## src/rtl/euclid_key_solver_if.sv

```systemverilog
// Handshake and data bundle between a syndrome source and euclid_key_solver.
// The master drives START/SYN; the solver (slave) returns the key-equation results.
interface euclid_key_solver_if #(
  parameter int M = 4,
  parameter int T = 2
);
  logic                       START;
  logic [2*T*M-1:0]           SYN;
  logic                       BUSY;
  logic                       DONE;
  logic [(T+1)*M-1:0]         LAMBDA;
  logic [T*M-1:0]             OMEGA;
  logic [$clog2(T+1):0]       DEG_LAMBDA;
  logic                       FAIL;

  modport master (
    output START, SYN,
    input  BUSY, DONE, LAMBDA, OMEGA, DEG_LAMBDA, FAIL
  );

  modport slave (
    input  START, SYN,
    output BUSY, DONE, LAMBDA, OMEGA, DEG_LAMBDA, FAIL
  );
endinterface

```

## src/rtl/euclid_key_solver.sv

```systemverilog
// Euclidean key-equation solver over GF(2^M): syndromes in, error locator/evaluator out.
// Define EUCLID_NORMALIZE_EN to add a NORM cycle that scales the results so Lambda0 = 1.
module euclid_key_solver #(
  parameter int         M         = 4,
  parameter int         T         = 2,
  parameter logic [M:0] PRIM_POLY = 5'b10011
) (
  input logic                CLK,
  input logic                RESET,
  euclid_key_solver_if.slave bus
);
  localparam int NA = 2*T + 1;
  localparam int NB = 2*T;
  localparam int NL = T + 1;
  localparam int CW = $clog2(2*T + 3);
  localparam int DW = $clog2(T + 1) + 1;

  typedef logic [M-1:0] sym_t;
  typedef enum logic [1:0] {IDLE, STEP, NORM, FIN} state_e;

  function automatic sym_t gf_mul(sym_t a, sym_t b);
    sym_t p = '0;
    sym_t s = a;
    for (int i = 0; i < M; i++) begin
      if (b[i]) p ^= s;
      s = {s[M-2:0], 1'b0} ^ (s[M-1] ? PRIM_POLY[M-1:0] : '0);
    end
    return p;
  endfunction

  // a^(2^M - 2) built from repeated squaring; yields 0 for a = 0.
  function automatic sym_t gf_inv(sym_t a);
    sym_t r = sym_t'(1);
    sym_t s = a;
    for (int k = 1; k < M; k++) begin
      s = gf_mul(s, s);
      r = gf_mul(r, s);
    end
    return r;
  endfunction

  state_e                state_q, state_d;
  logic [NA-1:0][M-1:0]  a_q, a_d;
  logic [NB-1:0][M-1:0]  b_q, b_d;
  logic [NL-1:0][M-1:0]  la_q, la_d;
  logic [NL-1:0][M-1:0]  lb_q, lb_d;
  logic [CW-1:0]         cnt_q, cnt_d;
  logic [NL-1:0][M-1:0]  lambda_q, lambda_d;
  logic [T-1:0][M-1:0]   omega_q, omega_d;
  logic [DW-1:0]         deg_lambda_q, deg_lambda_d;
  logic                  fail_q, fail_d;

  int                    deg_a, deg_b, deg_an, deg_lb, shift;
  sym_t                  lead_a, lead_b, q;
  logic [NB-1:0][M-1:0]  qb;
  logic [NL-1:0][M-1:0]  qlb;
  logic [NA-1:0][M-1:0]  a_n;
  logic [NL-1:0][M-1:0]  la_n;
  logic [DW-1:0]         deg_lb_v;

  // One division step: A' = A + q*x^d*B and LA' = LA + q*x^d*LB.
  always_comb begin
    // NOTE: every combinational output gets a default first so no path leaves it unassigned (no latch).
    deg_a  = -1;
    deg_b  = -1;
    deg_lb = -1;
    deg_an = -1;
    lead_a = '0;
    lead_b = '0;
    for (int i = 0; i < NA; i++) if (a_q[i] != '0) begin deg_a = i; lead_a = a_q[i]; end
    for (int i = 0; i < NB; i++) if (b_q[i] != '0) begin deg_b = i; lead_b = b_q[i]; end
    for (int i = 0; i < NL; i++) if (lb_q[i] != '0) deg_lb = i;
    deg_lb_v = (deg_lb < 0) ? '0 : DW'(deg_lb);

    q     = gf_mul(lead_a, gf_inv(lead_b));
    shift = deg_a - deg_b;
    for (int j = 0; j < NB; j++) qb[j]  = gf_mul(q, b_q[j]);
    for (int j = 0; j < NL; j++) qlb[j] = gf_mul(q, lb_q[j]);

    a_n = a_q;
    for (int i = 0; i < NA; i++)
      for (int j = 0; j < NB; j++)
        if (j + shift == i) a_n[i] ^= qb[j];
    la_n = la_q;
    for (int i = 0; i < NL; i++)
      for (int j = 0; j < NL; j++)
        if (j + shift == i) la_n[i] ^= qlb[j];
    for (int i = 0; i < NA; i++) if (a_n[i] != '0) deg_an = i;
  end

`ifdef EUCLID_NORMALIZE_EN
  sym_t l0_inv;
  assign l0_inv = gf_inv(lb_q[0]);
`endif

  always_comb begin
    state_d      = state_q;
    a_d          = a_q;
    b_d          = b_q;
    la_d         = la_q;
    lb_d         = lb_q;
    cnt_d        = cnt_q;
    lambda_d     = lambda_q;
    omega_d      = omega_q;
    deg_lambda_d = deg_lambda_q;
    fail_d       = fail_q;

    case (state_q)
      IDLE: begin
        if (bus.START) begin
          a_d        = '0;
          a_d[NA-1]  = sym_t'(1);
          b_d        = bus.SYN;
          la_d       = '0;
          lb_d       = '0;
          lb_d[0]    = sym_t'(1);
          cnt_d      = '0;
          state_d    = STEP;
        end
      end
      STEP: begin
        if (deg_b < T) begin
`ifdef EUCLID_NORMALIZE_EN
          state_d      = NORM;
`else
          lambda_d     = lb_q;
          omega_d      = b_q[T-1:0];
          deg_lambda_d = deg_lb_v;
          fail_d       = (lb_q[0] == '0);
          state_d      = FIN;
`endif
        end else if (cnt_q == CW'(2*T + 2)) begin
          lambda_d     = lb_q;
          omega_d      = b_q[T-1:0];
          deg_lambda_d = deg_lb_v;
          fail_d       = 1'b1;
          state_d      = FIN;
        end else begin
          if (deg_an < deg_b) begin
            // deg(A') < deg(B) <= 2T-1, so A' fits in the divisor register.
            a_d          = '0;
            a_d[NB-1:0]  = b_q;
            b_d          = a_n[NB-1:0];
            la_d         = lb_q;
            lb_d         = la_n;
          end else begin
            a_d  = a_n;
            la_d = la_n;
          end
          cnt_d = cnt_q + CW'(1);
        end
      end
`ifdef EUCLID_NORMALIZE_EN
      NORM: begin
        for (int i = 0; i < NL; i++)
          lambda_d[i] = (lb_q[0] != '0) ? gf_mul(lb_q[i], l0_inv) : lb_q[i];
        for (int i = 0; i < T; i++)
          omega_d[i] = (lb_q[0] != '0) ? gf_mul(b_q[i], l0_inv) : b_q[i];
        deg_lambda_d = deg_lb_v;
        fail_d       = (lb_q[0] == '0);
        state_d      = FIN;
      end
`endif
      FIN:     state_d = IDLE;
      default: state_d = IDLE;
    endcase
  end

  always_ff @(posedge CLK) begin
    if (!RESET) begin
      state_q      <= IDLE;
      a_q          <= '0;
      b_q          <= '0;
      la_q         <= '0;
      lb_q         <= '0;
      cnt_q        <= '0;
      lambda_q     <= '0;
      omega_q      <= '0;
      deg_lambda_q <= '0;
      fail_q       <= 1'b0;
    end else begin
      // NOTE: non-blocking so every register samples pre-edge values regardless of statement order.
      state_q      <= state_d;
      a_q          <= a_d;
      b_q          <= b_d;
      la_q         <= la_d;
      lb_q         <= lb_d;
      cnt_q        <= cnt_d;
      lambda_q     <= lambda_d;
      omega_q      <= omega_d;
      deg_lambda_q <= deg_lambda_d;
      fail_q       <= fail_d;
    end
  end

  assign bus.BUSY       = (state_q != IDLE);
  assign bus.DONE       = (state_q == FIN);
  assign bus.LAMBDA     = lambda_q;
  assign bus.OMEGA      = omega_q;
  assign bus.DEG_LAMBDA = deg_lambda_q;
  assign bus.FAIL       = fail_q;
endmodule

```

## src/flat_wrapper.sv

```systemverilog
// flat-port wrapper written by rule: the top's interface ports become plain ports
module euclid_key_solver_flat 
#(
  parameter int         M         = 4,
  parameter int         T         = 2,
  parameter logic [M:0] PRIM_POLY = 5'b10011
)
  (CLK, RESET, bus_START, bus_SYN, bus_BUSY, bus_DONE, bus_LAMBDA, bus_OMEGA, bus_DEG_LAMBDA, bus_FAIL);
  euclid_key_solver_if #(.M(M), .T(T)) bus_i ();
  input logic CLK;
  input logic RESET;
  input wire logic [$bits(bus_i.START)-1:0] bus_START;
  input wire logic [$bits(bus_i.SYN)-1:0] bus_SYN;
  output wire logic [$bits(bus_i.BUSY)-1:0] bus_BUSY;
  output wire logic [$bits(bus_i.DONE)-1:0] bus_DONE;
  output wire logic [$bits(bus_i.LAMBDA)-1:0] bus_LAMBDA;
  output wire logic [$bits(bus_i.OMEGA)-1:0] bus_OMEGA;
  output wire logic [$bits(bus_i.DEG_LAMBDA)-1:0] bus_DEG_LAMBDA;
  output wire logic [$bits(bus_i.FAIL)-1:0] bus_FAIL;
  assign bus_i.START = bus_START;
  assign bus_i.SYN = bus_SYN;
  assign bus_BUSY = bus_i.BUSY;
  assign bus_DONE = bus_i.DONE;
  assign bus_LAMBDA = bus_i.LAMBDA;
  assign bus_OMEGA = bus_i.OMEGA;
  assign bus_DEG_LAMBDA = bus_i.DEG_LAMBDA;
  assign bus_FAIL = bus_i.FAIL;
  euclid_key_solver #(.M(M), .T(T), .PRIM_POLY(PRIM_POLY)) u_core (.CLK(CLK), .RESET(RESET), .bus(bus_i));
endmodule
```

## config.mk

```make
export PLATFORM = sky130hd
export DESIGN_NAME = euclid_key_solver_flat
export DESIGN_NICKNAME = d
export VERILOG_FILES = /design/src/rtl/euclid_key_solver_if.sv /design/src/rtl/euclid_key_solver.sv /design/src/flat_wrapper.sv
export SDC_FILE = /design/constraint.sdc
export NUM_CORES = 1
export LEC_CHECK = 0
export ABC_AREA = 1
export CAP_MARGIN = 10
export CORE_MARGIN = 1.5
export CORE_UTILIZATION = 40
export CTS_CLUSTER_SIZE = 28
export DETAILED_ROUTE_END_ITERATION = 16
export MAX_ROUTING_LAYER = met4
export PLACE_DENSITY = 0.52
export SLEW_MARGIN = 10
export SYNTH_ARGS = -nofsm -noshare
export SYNTH_HDL_FRONTEND = slang
export SYNTH_SLANG_ARGS = --single-unit
```

## constraint.sdc

```tcl
create_clock -name CLK -period 22.8 [get_ports CLK]
set_clock_uncertainty 0.2 [all_clocks]
set_input_delay 5.7 -clock CLK [delete_from_list [all_inputs] [get_ports CLK]]
set_output_delay 5.7 -clock CLK [all_outputs]
set_load 0.1 [all_outputs]
```

Word-level counts from Yosys, hierarchy flattened
Cells that the tools add are included.
{"block": "word_totals", "ff_bits": 89, "latchBits": 0, "mem_bits_rw": 0, "mem_bits_ro": 0, "in_bits": 19, "out_inout_bits": 26, "elab_cells": 347, "n_memories": 0}
{"block": "op_classes", "add_sub_neg": 5, "n_mul": 0, "div_mod_pow": 0, "order_cmp": 3, "eq_ne": 24, "n_shift": 0, "n_mux": 169, "n_bitwise": 92, "n_reduce_logical": 30}
{"cell": "2-to-1 mux 32 bit", "count": 17}
{"cell": "2-to-1 mux 4 bit", "count": 91}
{"cell": "XOR 4 bit", "count": 89}
{"cell": "== test 32 x 3 -> 1 bit, second input constant", "count": 8}
{"cell": "== test 32 x 2 -> 1 bit, second input constant", "count": 4}
{"cell": "== test 32 x 4 -> 1 bit, second input constant", "count": 4}
{"cell": "zero test 32 bit", "count": 4}
{"cell": "2-to-1 mux 12 bit", "count": 10}
{"cell": "2-to-1 mux 20 bit", "count": 4}
{"cell": "nonzero test 4 bit", "count": 17}
{"cell": "adder 3 x 32 -> 32 bit, first input constant", "count": 2}
{"cell": "2-to-1 mux 16 bit", "count": 4}
{"cell": "2-to-1 mux 2 bit", "count": 25}
{"cell": "case mux 12 bit (2 select lines)", "count": 2}
{"cell": "case mux 20 bit (2 select lines)", "count": 1}
{"cell": "adder 2 x 32 -> 32 bit, first input constant", "count": 1}
{"cell": "less-than comparator 32 x 1 -> 1 bit, second input constant", "count": 1}
{"cell": "less-than comparator 32 x 3 -> 1 bit, second input constant", "count": 1}
{"cell": "less-than comparator 32 bit", "count": 1}
{"cell": "case mux 16 bit (2 select lines)", "count": 1}
{"cell": "subtractor 32 bit", "count": 1}
{"cell": "2-to-1 mux 3 bit", "count": 7}
{"cell": "2-to-1 mux 8 bit", "count": 2}
{"cell": "inequality test 2 bit, second input constant", "count": 3}
{"cell": "16 further kinds", "count": 23}

Longest topological paths before layout
Gate-level depths: netlist of run 1.
{"block": "logic_depth", "depth_word": 70, "mapped_depth": 64, "ltp_nobuf": 63}

Least setup slack after synthesis of run 1
Ideal clock, no wire load.
{"block": "synth_path", "kind": "reg2reg", "start": "register u_core.b_q[8] (netlist name)", "end": "register u_core.b_q[7] (netlist name)", "setup_time_ns": 0.113, "arrival_time_ns": 7.374, "required_ns": 22.487, "slack_ns": 15.113, "path_stages_with_launch": 46, "path_buffers": 2, "period_less_slack_ns": 7.687, "cell_sequence": "dfxtp_1 > buf_2 > nor2_1 > nand2_1 > nor2_4 > inv_1 > nor2_1 > inv_1 > ha_1 > nand2_1 > nor2_1 > a211oi_1 > o21ai_0 > fa_1 > inv_1 > nor3_1 > nand2_1 > nor2_1 > [10 not listed] > nand4_1 > nand2_1 > nand2_1 > nand2_1 > nor2_1 > nand3_1 > nor4_1 > nand3_1 > nor2_1 > ha_1 > inv_1 > nor3_1 > nand2_4 > nand3_4 > buf_2 > nand3b_1 > nand2_1 > nor2_1"}
{"block": "synth_between", "elab_chain_len": 65, "word_cells_on_any_way": 198, "cone_classes": "4 x add/sub; 2 x order compare; 18 x eq/ne; 95 x mux; 68 x bitwise; 11 x reduce/logical"}
{"item": "start, declared", "line_no": "euclid_key_solver.sv:44", "text": "logic [NB-1:0][M-1:0] b_q, b_d;"}
{"item": "start signal, assigned", "line_no": "euclid_key_solver.sv:173", "text": "b_q <= '0;"}
{"item": "start signal, assigned", "line_no": "euclid_key_solver.sv:185", "text": "b_q <= b_d;"}
{"item": "nonzero test 4 bit", "line_no": "euclid_key_solver.sv:71", "text": "for (int i = 0; i < NB; i++) if (b_q[i] != '0) begin deg_b = i; lead_b = b_q[i]; end"}
{"item": "2-to-1 mux 4 bit (2 in series)", "line_no": "euclid_key_solver.sv:71"}
{"item": "2-to-1 mux 2 bit, or another cell as far along", "line_no": "euclid_key_solver.sv:26", "text": "s = {s[M-2:0], 1'b0} ^ (s[M-1] ? PRIM_POLY[M-1:0] : '0);"}
{"item": "XOR 4 bit (on tied branches)", "line_no": "euclid_key_solver.sv:26, euclid_key_solver.sv:25"}
{"item": "XOR 4 bit or 2-to-1 mux 4 bit (tied branches)", "line_no": "euclid_key_solver.sv:25", "text": "if (b[i]) p ^= s;"}
{"item": "2-to-1 mux 4 bit or XOR 4 bit (tied branches)", "line_no": "euclid_key_solver.sv:25"}
{"item": "XOR 4 bit or 2-to-1 mux 4 bit (tied branches)", "line_no": "euclid_key_solver.sv:25"}
{"item": "2-to-1 mux 4 bit or XOR 4 bit (tied branches)", "line_no": "euclid_key_solver.sv:25"}
{"item": "[44 not listed]"}
{"item": "2-to-1 mux 4 bit", "line_no": "euclid_key_solver.sv:83", "text": "if (j + shift == i) a_n[i] ^= qb[j];"}
{"item": "XOR 4 bit", "line_no": "euclid_key_solver.sv:83"}
{"item": "2-to-1 mux 4 bit", "line_no": "euclid_key_solver.sv:83"}
{"item": "nonzero test 4 bit", "line_no": "euclid_key_solver.sv:88", "text": "for (int i = 0; i < NA; i++) if (a_n[i] != '0) deg_an = i;"}
{"item": "2-to-1 mux 32 bit (5 in series)", "line_no": "euclid_key_solver.sv:88"}
{"item": "less-than comparator 32 bit", "line_no": "euclid_key_solver.sv:139", "text": "if (deg_an < deg_b) begin"}
{"item": "inequality test 2 x 1 -> 1 bit (no line)"}
{"item": "AND reduction 5 bit (no line)"}
Several ways; a longest one is shown, not always the timed one. The select of a mux whose other input is x is not followed.
A chain may end at the register's enable or synchronous reset.

Final worst setup path of run 1
{"block": "layout_path", "start": "register u_core.b_q[1] (netlist name)", "end": "register u_core.b_q[12] (netlist name)"}
{"block": "layout_between", "elab_chain_len": 67, "word_cells_on_any_way": 202, "cone_classes": "4 x add/sub; 2 x order compare; 18 x eq/ne; 99 x mux; 68 x bitwise; 11 x reduce/logical"}
{"item": "nonzero test 4 bit", "line_no": "euclid_key_solver.sv:71"}
{"item": "2-to-1 mux 4 bit (4 in series)", "line_no": "euclid_key_solver.sv:71"}
{"item": "2-to-1 mux 2 bit, or another cell as far along", "line_no": "euclid_key_solver.sv:26"}
{"item": "XOR 4 bit (on tied branches)", "line_no": "euclid_key_solver.sv:26, euclid_key_solver.sv:25"}
{"item": "XOR 4 bit or 2-to-1 mux 4 bit (tied branches)", "line_no": "euclid_key_solver.sv:25"}
{"item": "2-to-1 mux 4 bit or XOR 4 bit (tied branches)", "line_no": "euclid_key_solver.sv:25"}
{"item": "XOR 4 bit or 2-to-1 mux 4 bit (tied branches)", "line_no": "euclid_key_solver.sv:25"}
{"item": "2-to-1 mux 4 bit or XOR 4 bit (tied branches)", "line_no": "euclid_key_solver.sv:25"}
{"item": "[44 not listed]"}
{"item": "2-to-1 mux 4 bit", "line_no": "euclid_key_solver.sv:83"}
{"item": "XOR 4 bit", "line_no": "euclid_key_solver.sv:83"}
{"item": "2-to-1 mux 4 bit", "line_no": "euclid_key_solver.sv:83"}
{"item": "nonzero test 4 bit", "line_no": "euclid_key_solver.sv:88"}
{"item": "2-to-1 mux 32 bit (5 in series)", "line_no": "euclid_key_solver.sv:88"}
{"item": "less-than comparator 32 bit", "line_no": "euclid_key_solver.sv:139"}
{"item": "inequality test 2 x 1 -> 1 bit (no line)"}
{"item": "AND reduction 5 bit (no line)"}
Several ways; a longest one is shown, not always the timed one. The select of a mux whose other input is x is not followed.

==> impl_metrics.yaml, run 1 <==
hold_path:
  hold_class: "flop to flop"
  hold_depth: 1
logic_synthesis:
  ys_seq_elements: 88
  synth_common_cells: "nand2_1 (681), nor2_1 (268), inv_1 (248)"
  synth_top_cell_by_area: "nand2_1"
  synth_warnings: 0
  synth_xor_area_frac: 0.08176
  synth_fp_nets: 2115
  synth_edf_count: 0
  synthSimpleGateAreaFrac: 0.5138
  syn_avg_cell_area_um2: 5.357
  synth.distinct_cells: 50
  syn_area_mm2: 0.01113
  synthFlopType: "dfxtp_1"
  synthArstFlopShare: 0
  yosysSeqAreaShare: 0.1583
  netlist.area_leader.share: 0.2298
  synth_fa_ha_area_frac: 0.02609
  synth-compound-area-share: 0.09807
  yosysMostFrequentCell: "nand2_1"
  synthTopCellsByArea: "nand2_1 (23%), dfxtp_1 (16%), nand3_1 (11%), nor2_1 (9.0%), inv_1 (8.4%)"
  synthMuxAreaShare: 0
  synth_top_family_by_area: "simple AND/OR/NAND/NOR gates"
  synthCells: 2077
layout:
  fill_cells: 3023
  syn_to_final_growth_pct: 8.603
  multi_input_area_mm2: 0.008020
  seq_area_mm2: 0.001762
  antennaDiodeCount: 0
  drive_gt1_frac: 0.04707
  fin_nets: 2115
job:
  maxCapViolations: 0
sta:
  fmax_mhz: 89.78
  final_hold_viol_count: 0
  layout_min_cycle_time_ns: 11.14
  finalSetupTns_ns: 0
  finalCritPeriodShare: 0.4885
  report.final.slew_viol_count: 0
  max-slew-margin-rel: 0.3051
  tightest_slew_ns: 1.033
  setup_viol: 0
  rsz0062_at_grt: "false"
clock_network:
  cts-root-buf: "clkbuf_16"
  ctsResizeCount: 0
  cts_inserted_buffers: 9
  clock_tree.buffer_depth: 2
  clk_pin_slew_ns: 0.08
  cts_max_level: 3
  cts_tree: "done"
  clock_latency_ns: 0.37
  cts_hold_buf: 0
  cts_setup_buffers: 0
  cts.sink_count: 88
worst_setup_path:
  start_kind: "flop"
  endpoint_kind: "flop"
  crit_path_top_delay_cell: "nor2_1"
  required_ns: 22.86
  arrival_ns: 11.20
  crit_type: "flop to flop"
  cp.buffers_inverters: 8
  crit_top_cell: "nor2_1"
  critPathMaxStageDelay_ns: 0.77
  path_max_fanout: 32
  r2r_cells: 43
  worstSetupPathDepth: 43
  critical_path.top_delay_family: "simple AND/OR/NAND/NOR gates"
placed_design:
  routabilityCongestion: 1.047
  portBuffers: 43
  dp_hpwl_um: 35740
route:
  antenna_left: 0
  via_count: 13360
  drt-total-wl_um: 45520
  dr.pass1.iters: 6
  vias_per_cell: 5.442
  drtIter0Drc: 1216
  drc_errors: 0
  wl_per_cell_um: 18.55
global_route:
  grt_pass1_wl_um: 69500
  grt_overflow: 0
  globalRouteTotalUtil: 0.3233
  antenna_found_initial: 0
  grt_pass1_vias: 12030
  grt_max_degree: 51
die:
  ioPinCount: 45
  start_util: 0.4105
  die_w_um: 169.8
  die_area_mm2: 0.02882
  die_h_um: 169.8
  rows: 60
  fp.coreArea_mm2: 0.02710
status:
  status: "complete, no violations"
[placed cells by master, fill, tap and decap left out, drive strengths merged, types with 2 or more instances in the layout]
cell type,Yosys,routed
nor2,274,274
clkinv,6,8
inv,264,267
a31oi,4,4
nor3,26,26
buf,29,12
dfxtp,88,88
o21ai,77,77
or2,3,3
nand2,714,714
clkinvlp,0,2
o22ai,9,9
nand3b,18,18
nand3,252,252
xnor2,35,35
a21oi,82,82
clkdlybuf4s50,0,43
fa,7,7
xor2,68,68
clkbuf,37,9
a2111oi,2,2
nor4,18,18
o41ai,3,3
nand4,24,24
a211oi,3,3
ha,12,12
o21bai,4,4
o211ai,7,7
[cells by family (layout without fill, tap and decap cells)]
logic type | count (synthesis) | count (layout)
and+or+nand+nor | 1332 | 1332
buffers and inverters | 336 | 341
AOI/OAI and AO/OA | 198 | 198
xor gates and xnor gates | 103 | 103
DFF | 88 | 88
adders and majority gates | 19 | 19
other | 1 | 1
[per-layer routing]
metal  global-route usage  wire length, um
met1               0.4332            20360
met2               0.5064            20490
met3              0.03288             3200
met5                    -                0
met4               0.1100             1464
[registers in the layout, indices dropped and copies added, names as in the netlist]
signal and cells:
u_core.bus.FAIL 1, u_core.bus.OMEGA 8, u_core.cnt_q 3, u_core.b_q 16, u_core.a_q 20, u_core.bus.LAMBDA 12, u_core.state_q 2, u_core.la_q 12
u_core.bus.DEG_LAMBDA 2, u_core.lb_q 12
[worst paths after layout]
path	slack, ns	to	start
hold reg to reg	0.27	u_core.cnt_q[2]$_SDFFE_PN0P_	u_core.cnt_q[2]$_SDFFE_PN0P_
setup reg to reg	11.66	u_core.b_q[12]$_SDFFE_PN0P_	u_core.b_q[1]$_SDFFE_PN0P_
setup / recovery	11.66	u_core.b_q[12]$_SDFFE_PN0P_	u_core.b_q[1]$_SDFFE_PN0P_
hold / removal	0.27	u_core.cnt_q[2]$_SDFFE_PN0P_	u_core.cnt_q[2]$_SDFFE_PN0P_
[final cells by class]
class	instances	area share
Sequential cell	88	0.1458
Tap cell	372	0.03852
Inverter	270	0.08408
Multi-Input combinational cell	1653	0.6638
Timing Repair Buffer	55	0.04308
Clock buffer	9	0.01864
Clock inverter	7	0.006110
[through the flow]
stage | hold WS [ns] | utilization | setup slack (ns) | cells | cell area [um2]
floorplan | 0.2415 | - | 15.11 | 2077 | 11130
global placement | 0.2555 | 0.4348 | 12.05 | 2438 | 11780
detailed placement | 0.2640 | 0.4348 | 11.92 | 2438 | 11780
CTS | 0.2755 | 0.4458 | 11.86 | 2454 | 12080
global route | 0.2954 | 0.4458 | 10.71 | 2454 | 12080
finish | 0.2748 | 0.4458 | 11.66 | 2454 | 12080
Power of run 1 is left out: the tool's default activity adds up to more than one toggle a clock period on the data nets, which glitch-free logic cannot reach.
==> inputs of run 2 (changes only) <==
Settings changed: PLACE_DENSITY 0.52 to 0.54.
Clock period 22.8 ns to 9.6 ns, I/O delays scaled along.
==> impl_metrics.yaml, run 2 (synthesis results as in run 1) <==
global_route:
  grt_pass1_wl_um: 68340
  globalRouteTotalUtil: 0.3159
  grt_overflow: 0
  grt_max_degree: 51
  grtUsageMet3: 0.03965
  grt-busiest-layer: "met2"
  gr-usage-met1: 0.4091
  antenna_found_initial: 0
  grt_pass1_vias: 12070
  grt_util_met2: 0.5041
worst_setup_path:
  arrival_ns: 8.95
  path_max_fanout: 23
  endpoint_kind: "flop"
  crit_type: "flop to flop"
  critPathMaxStageDelay_ns: 0.65
  crit_path_top_delay_cell: "fa_2"
  required_ns: 9.69
  start_kind: "flop"
route:
  dr.pass1.iters: 6
  drt-total-wl_um: 44380
  via_count: 13420
  antenna_left: 0
  wl_per_cell_um: 17.98
  vias_per_cell: 5.436
  drc_errors: 0
  drtIter0Drc: 1408
die:
  start_util: 0.4105
  die_area_mm2: 0.02882
  ioPinCount: 45
  die_h_um: 169.8
  die_w_um: 169.8
  fp.coreArea_mm2: 0.02710
  rows: 60
sta:
  timing.final.ws_setup_ns: 0.7366
  tightest_slew_ns: 0.9968
  max-slew-margin-rel: 0.3334
  report.final.slew_viol_count: 0
  final_hold_viol_count: 0
  finalCritPeriodShare: 0.9233
  layout_min_cycle_time_ns: 8.863
  fmax_mhz: 112.8
  setup_viol: 0
layout:
  fin_nets: 2129
  multi_input_area_mm2: 0.008063
  fill_cells: 3008
  drive_gt1_frac: 0.05916
  seq_area_mm2: 0.001762
  top_register: "u_core.a_q"
  top_regs: "u_core.a_q: 20 flops, u_core.b_q: 16 flops"
  final_util: 0.4517
  final_common_cell: "nand2_1"
  antennaDiodeCount: 0
  syn_to_final_growth_pct: 10.02
  largest_reg_flops: 20
  layout_common_cells: "nand2_1 (680), nor2_1 (263), inv_1 (247)"
placed_design:
  portBuffers: 43
  dp_hpwl_um: 35540
  routabilityCongestion: 1.037
  pre_cts_ws_ns: 0.4824
clock_network:
  cts_inserted_buffers: 9
  cts.sink_count: 88
  cts_tree: "done"
  clock_tree.buffer_depth: 2
  clock_latency_ns: 0.36
  cts_hold_buf: 0
  clk_pin_slew_ns: 0.08
  cts-root-buf: "clkbuf_16"
  cts_max_level: 3
hold_path:
  hold_class: "flop to flop"
job:
  maxCapViolations: 0
status:
  status: "complete, no violations"
-- run 2: cell count changes in the layout (fill, tap and decap cells not counted), moves of 3 or more --
| cell | delta |
|---|---|
| buf_4 | +14 |
| fa_1 | -3 |
| fa_2 | +3 |
| inv_6 | +4 |
| nor2_1 | -3 |
| nor2_2 | +3 |
-- run 2: final timing paths --
check,startpoint,end,slack (ns),cells after the start
hold / removal,u_core.cnt_q[2]$_SDFFE_PN0P_,u_core.cnt_q[2]$_SDFFE_PN0P_,0.28,1
setup / recovery,u_core.b_q[12]$_SDFFE_PN0P_,u_core.b_q[14]$_SDFFE_PN0P_,0.74,48
setup reg to reg,u_core.b_q[12]$_SDFFE_PN0P_,u_core.b_q[14]$_SDFFE_PN0P_,0.74,48
hold reg to reg,u_core.cnt_q[2]$_SDFFE_PN0P_,u_core.cnt_q[2]$_SDFFE_PN0P_,0.28,1
-- run 2: worst max-delay path: cells and delay by family, from the launching register on --
kind                       cells  cell delay, ns
adders and majority gates      3            1.19
buffers and inverters         11            1.45
DFF                            1            0.40
AOI/OAI and AO/OA              3            0.46
and+or+nand+nor               31            5.05
-- run 2: per-layer routing --
layer / up-vias / wire length (um)
met5: - / 0
met4: 0 / 1496
met3: 89 / 3296
li1: 6601 / -
met1: 6166 / 19340
met2: 560 / 20250
-- run 2: what timing repair did --
action | in CTS | in global routing
setup buffers | 0 | 0
resized for setup | 0 | 13
setup endpoints to repair | 0 | 59
-- run 2: area by class of cell --
cell class	count	area share
clock buffers	9	0.01840
clock inverters	7	0.006644
inverters	270	0.08321
multi-input cells	1653	0.6587
flip-flops and latches	88	0.1439
well taps	372	0.03803
repair buffers	69	0.05111
-- run 2: stage by stage --
stage,hold WS [ns],TNS (ns),std cells,cell area (um2)
after floorplan,0.2415,0,2077,11130
after global placement,0.2583,0,2452,11890
after detailed placement,0.2622,0,2452,11890
after CTS,0.2755,0,2468,12200
after global routing,0.2980,-0.005164,2468,12240
final,0.2765,0,2468,12240
Power of run 2 is left out for the same reason.
==> inputs of run 3 (changes only) <==
Settings changed: PLACE_DENSITY 0.54 to default, PLACE_DENSITY_LB_ADDON from default to 0.25.
==> impl_metrics.yaml, run 3 (synthesis results as in run 1) <==
sta:
  fmax_mhz: 112.8
  setup_viol: 0
  rsz0062_at_grt: "false"
  report.final.slew_viol_count: 0
  layout_min_cycle_time_ns: 8.869
  final_hold_viol_count: 0
  finalSetupTns_ns: 0
  tightest_slew_ns: 1.139
  finalCritPeriodShare: 0.9239
  max-slew-margin-rel: 0.2380
route:
  drt-total-wl_um: 42420
  vias_per_cell: 5.458
  via_count: 13490
  drtIter0Drc: 1395
  antenna_left: 0
  drc_errors: 0
  wl_per_cell_um: 17.17
  dr.pass1.iters: 6
hold_path:
  hold_class: "flop to flop"
global_route:
  grt_overflow: 0
  gr-usage-met1: 0.4078
  antenna_found_initial: 0
  grt-busiest-layer: "met2"
  globalRouteTotalUtil: 0.3001
  grt_pass1_vias: 11910
  grt_max_degree: 51
  grt_pass1_wl_um: 65560
  grtUsageMet3: 0.03918
  grt_util_met2: 0.4660
layout:
  antennaDiodeCount: 0
  syn_to_final_growth_pct: 10.25
  top_regs: "u_core.a_q: 20 flops, u_core.b_q: 16 flops"
  largest_reg_flops: 20
  fin_nets: 2132
  top_register: "u_core.a_q"
  layout_common_cells: "nand2_1 (681), nor2_1 (266), inv_1 (247)"
  fill_cells: 2961
  final_common_cell: "nand2_1"
  drive_gt1_frac: 0.05908
job:
  maxCapViolations: 0
clock_network:
  cts_max_level: 3
  cts_hold_buf: 0
  cts-root-buf: "clkbuf_16"
  cts_inserted_buffers: 9
  clock_tree.buffer_depth: 2
  cts_tree: "done"
  clock_latency_ns: 0.36
  cts.sink_count: 88
  clk_pin_slew_ns: 0.08
worst_setup_path:
  crit_top_cell: "nor2_1"
  regToRegSetupSlack_ns: 0.73
  r2r_end: "u_core.lb_q[0]$_SDFFE_PN0P_"
  required_ns: 9.67
  crit_path_top_delay_cell: "fa_1"
  start_kind: "flop"
  regToRegStartpoint: "u_core.a_q[3]$_SDFFE_PN0P_"
  arrival_ns: 8.93
  endpoint_kind: "flop"
  crit_start: "u_core.a_q[3]$_SDFFE_PN0P_"
  r2r_cells: 44
  path_max_fanout: 21
  critPathMaxStageDelay_ns: 0.56
  crit_type: "flop to flop"
  crit_path_end: "u_core.lb_q[0]$_SDFFE_PN0P_"
placed_design:
  dp_hpwl_um: 33530
  portBuffers: 43
  routabilityCongestion: 1.001
die:
  ioPinCount: 45
  rows: 60
  fp.coreArea_mm2: 0.02710
  die_area_mm2: 0.02882
  die_h_um: 169.8
  die_w_um: 169.8
  start_util: 0.4105
status:
  status: "complete, no violations"
[run 3: changes by cell type in the layout (fill, tap and decap cells not counted), sizes merged]
| cell | change |
|---|---|
| inv | -2 |
| buf | +3 |
| clkinvlp | +1 |
| clkinv | +1 |
[run 3: worst min-delay path by stage]
stage	to	startpoint	slack [ns]	depth (start not counted)
detailed placement	u_core.bus.DEG_LAMBDA[0]$_SDFFE_PN0P_	u_core.bus.DEG_LAMBDA[0]$_SDFFE_PN0P_	0.27	2
global placement	u_core.bus.DEG_LAMBDA[0]$_SDFFE_PN0P_	u_core.bus.DEG_LAMBDA[0]$_SDFFE_PN0P_	0.26	2
finish	u_core.bus.DEG_LAMBDA[0]$_SDFFE_PN0P_	u_core.bus.DEG_LAMBDA[0]$_SDFFE_PN0P_	0.28	2
floorplan	u_core.cnt_q[2]$_SDFFE_PN0P_	u_core.cnt_q[2]$_SDFFE_PN0P_	0.24	1
CTS	u_core.la_q[0]$_SDFFE_PN0P_	u_core.la_q[0]$_SDFFE_PN0P_	0.28	2
global route	u_core.la_q[0]$_SDFFE_PN0P_	u_core.la_q[0]$_SDFFE_PN0P_	0.29	2
[run 3: layout make-up]
cell class / instances / area (um2) / share of cell area
Multi-Input combinational cell: 1653 / 8074 / 0.6583
Sequential cell: 88 / 1762 / 0.1436
Inverter: 270 / 1016 / 0.08283
Timing Repair Buffer: 72 / 648.1 / 0.05284
Tap cell: 372 / 465.4 / 0.03795
Clock buffer: 9 / 225.2 / 0.01836
Clock inverter: 7 / 75.07 / 0.006121
[run 3: what timing repair did]
action / 4_1_cts / 5_1_grt
buffers inserted: 0 / 0
setup endpoints to repair: 0 / 60
gates resized for setup: 0 / 9
[run 3: worst max-delay path, delay by kind of cell, from the launching register on]
family | cells | cell delay [ns]
AO/OA/AOI/OAI | 3 | 0.53
adder cells (fa/ha/maj) | 3 | 1.01
AND/OR/NAND/NOR | 29 | 5.45
buffers and inverters | 9 | 1.20
flip-flops | 1 | 0.37
[run 3: layer usage]
metal / up-vias / part of all wire
li1: 6607 / -
met1: 6192 / 0.44
met2: 608 / 0.44
met3: 79 / 0.089
met4: 0 / 0.025
met5: - / 0
[run 3: metrics by stage]
stage                     std cells  hold WS (ns)  setup WS [ns]  cell area, um2    util
after global placement         2455        0.2577         0.5749           11910  0.4395
after CTS                      2471        0.2805         0.4698           12210  0.4506
after detailed placement       2455        0.2659         0.5139           11910  0.4395
after global routing           2471        0.2928        0.01220           12270  0.4526
final                          2471        0.2772         0.7309           12270  0.4526
after floorplan                2077        0.2415          1.913           11130       -
Power of run 3 is left out for the same reason.
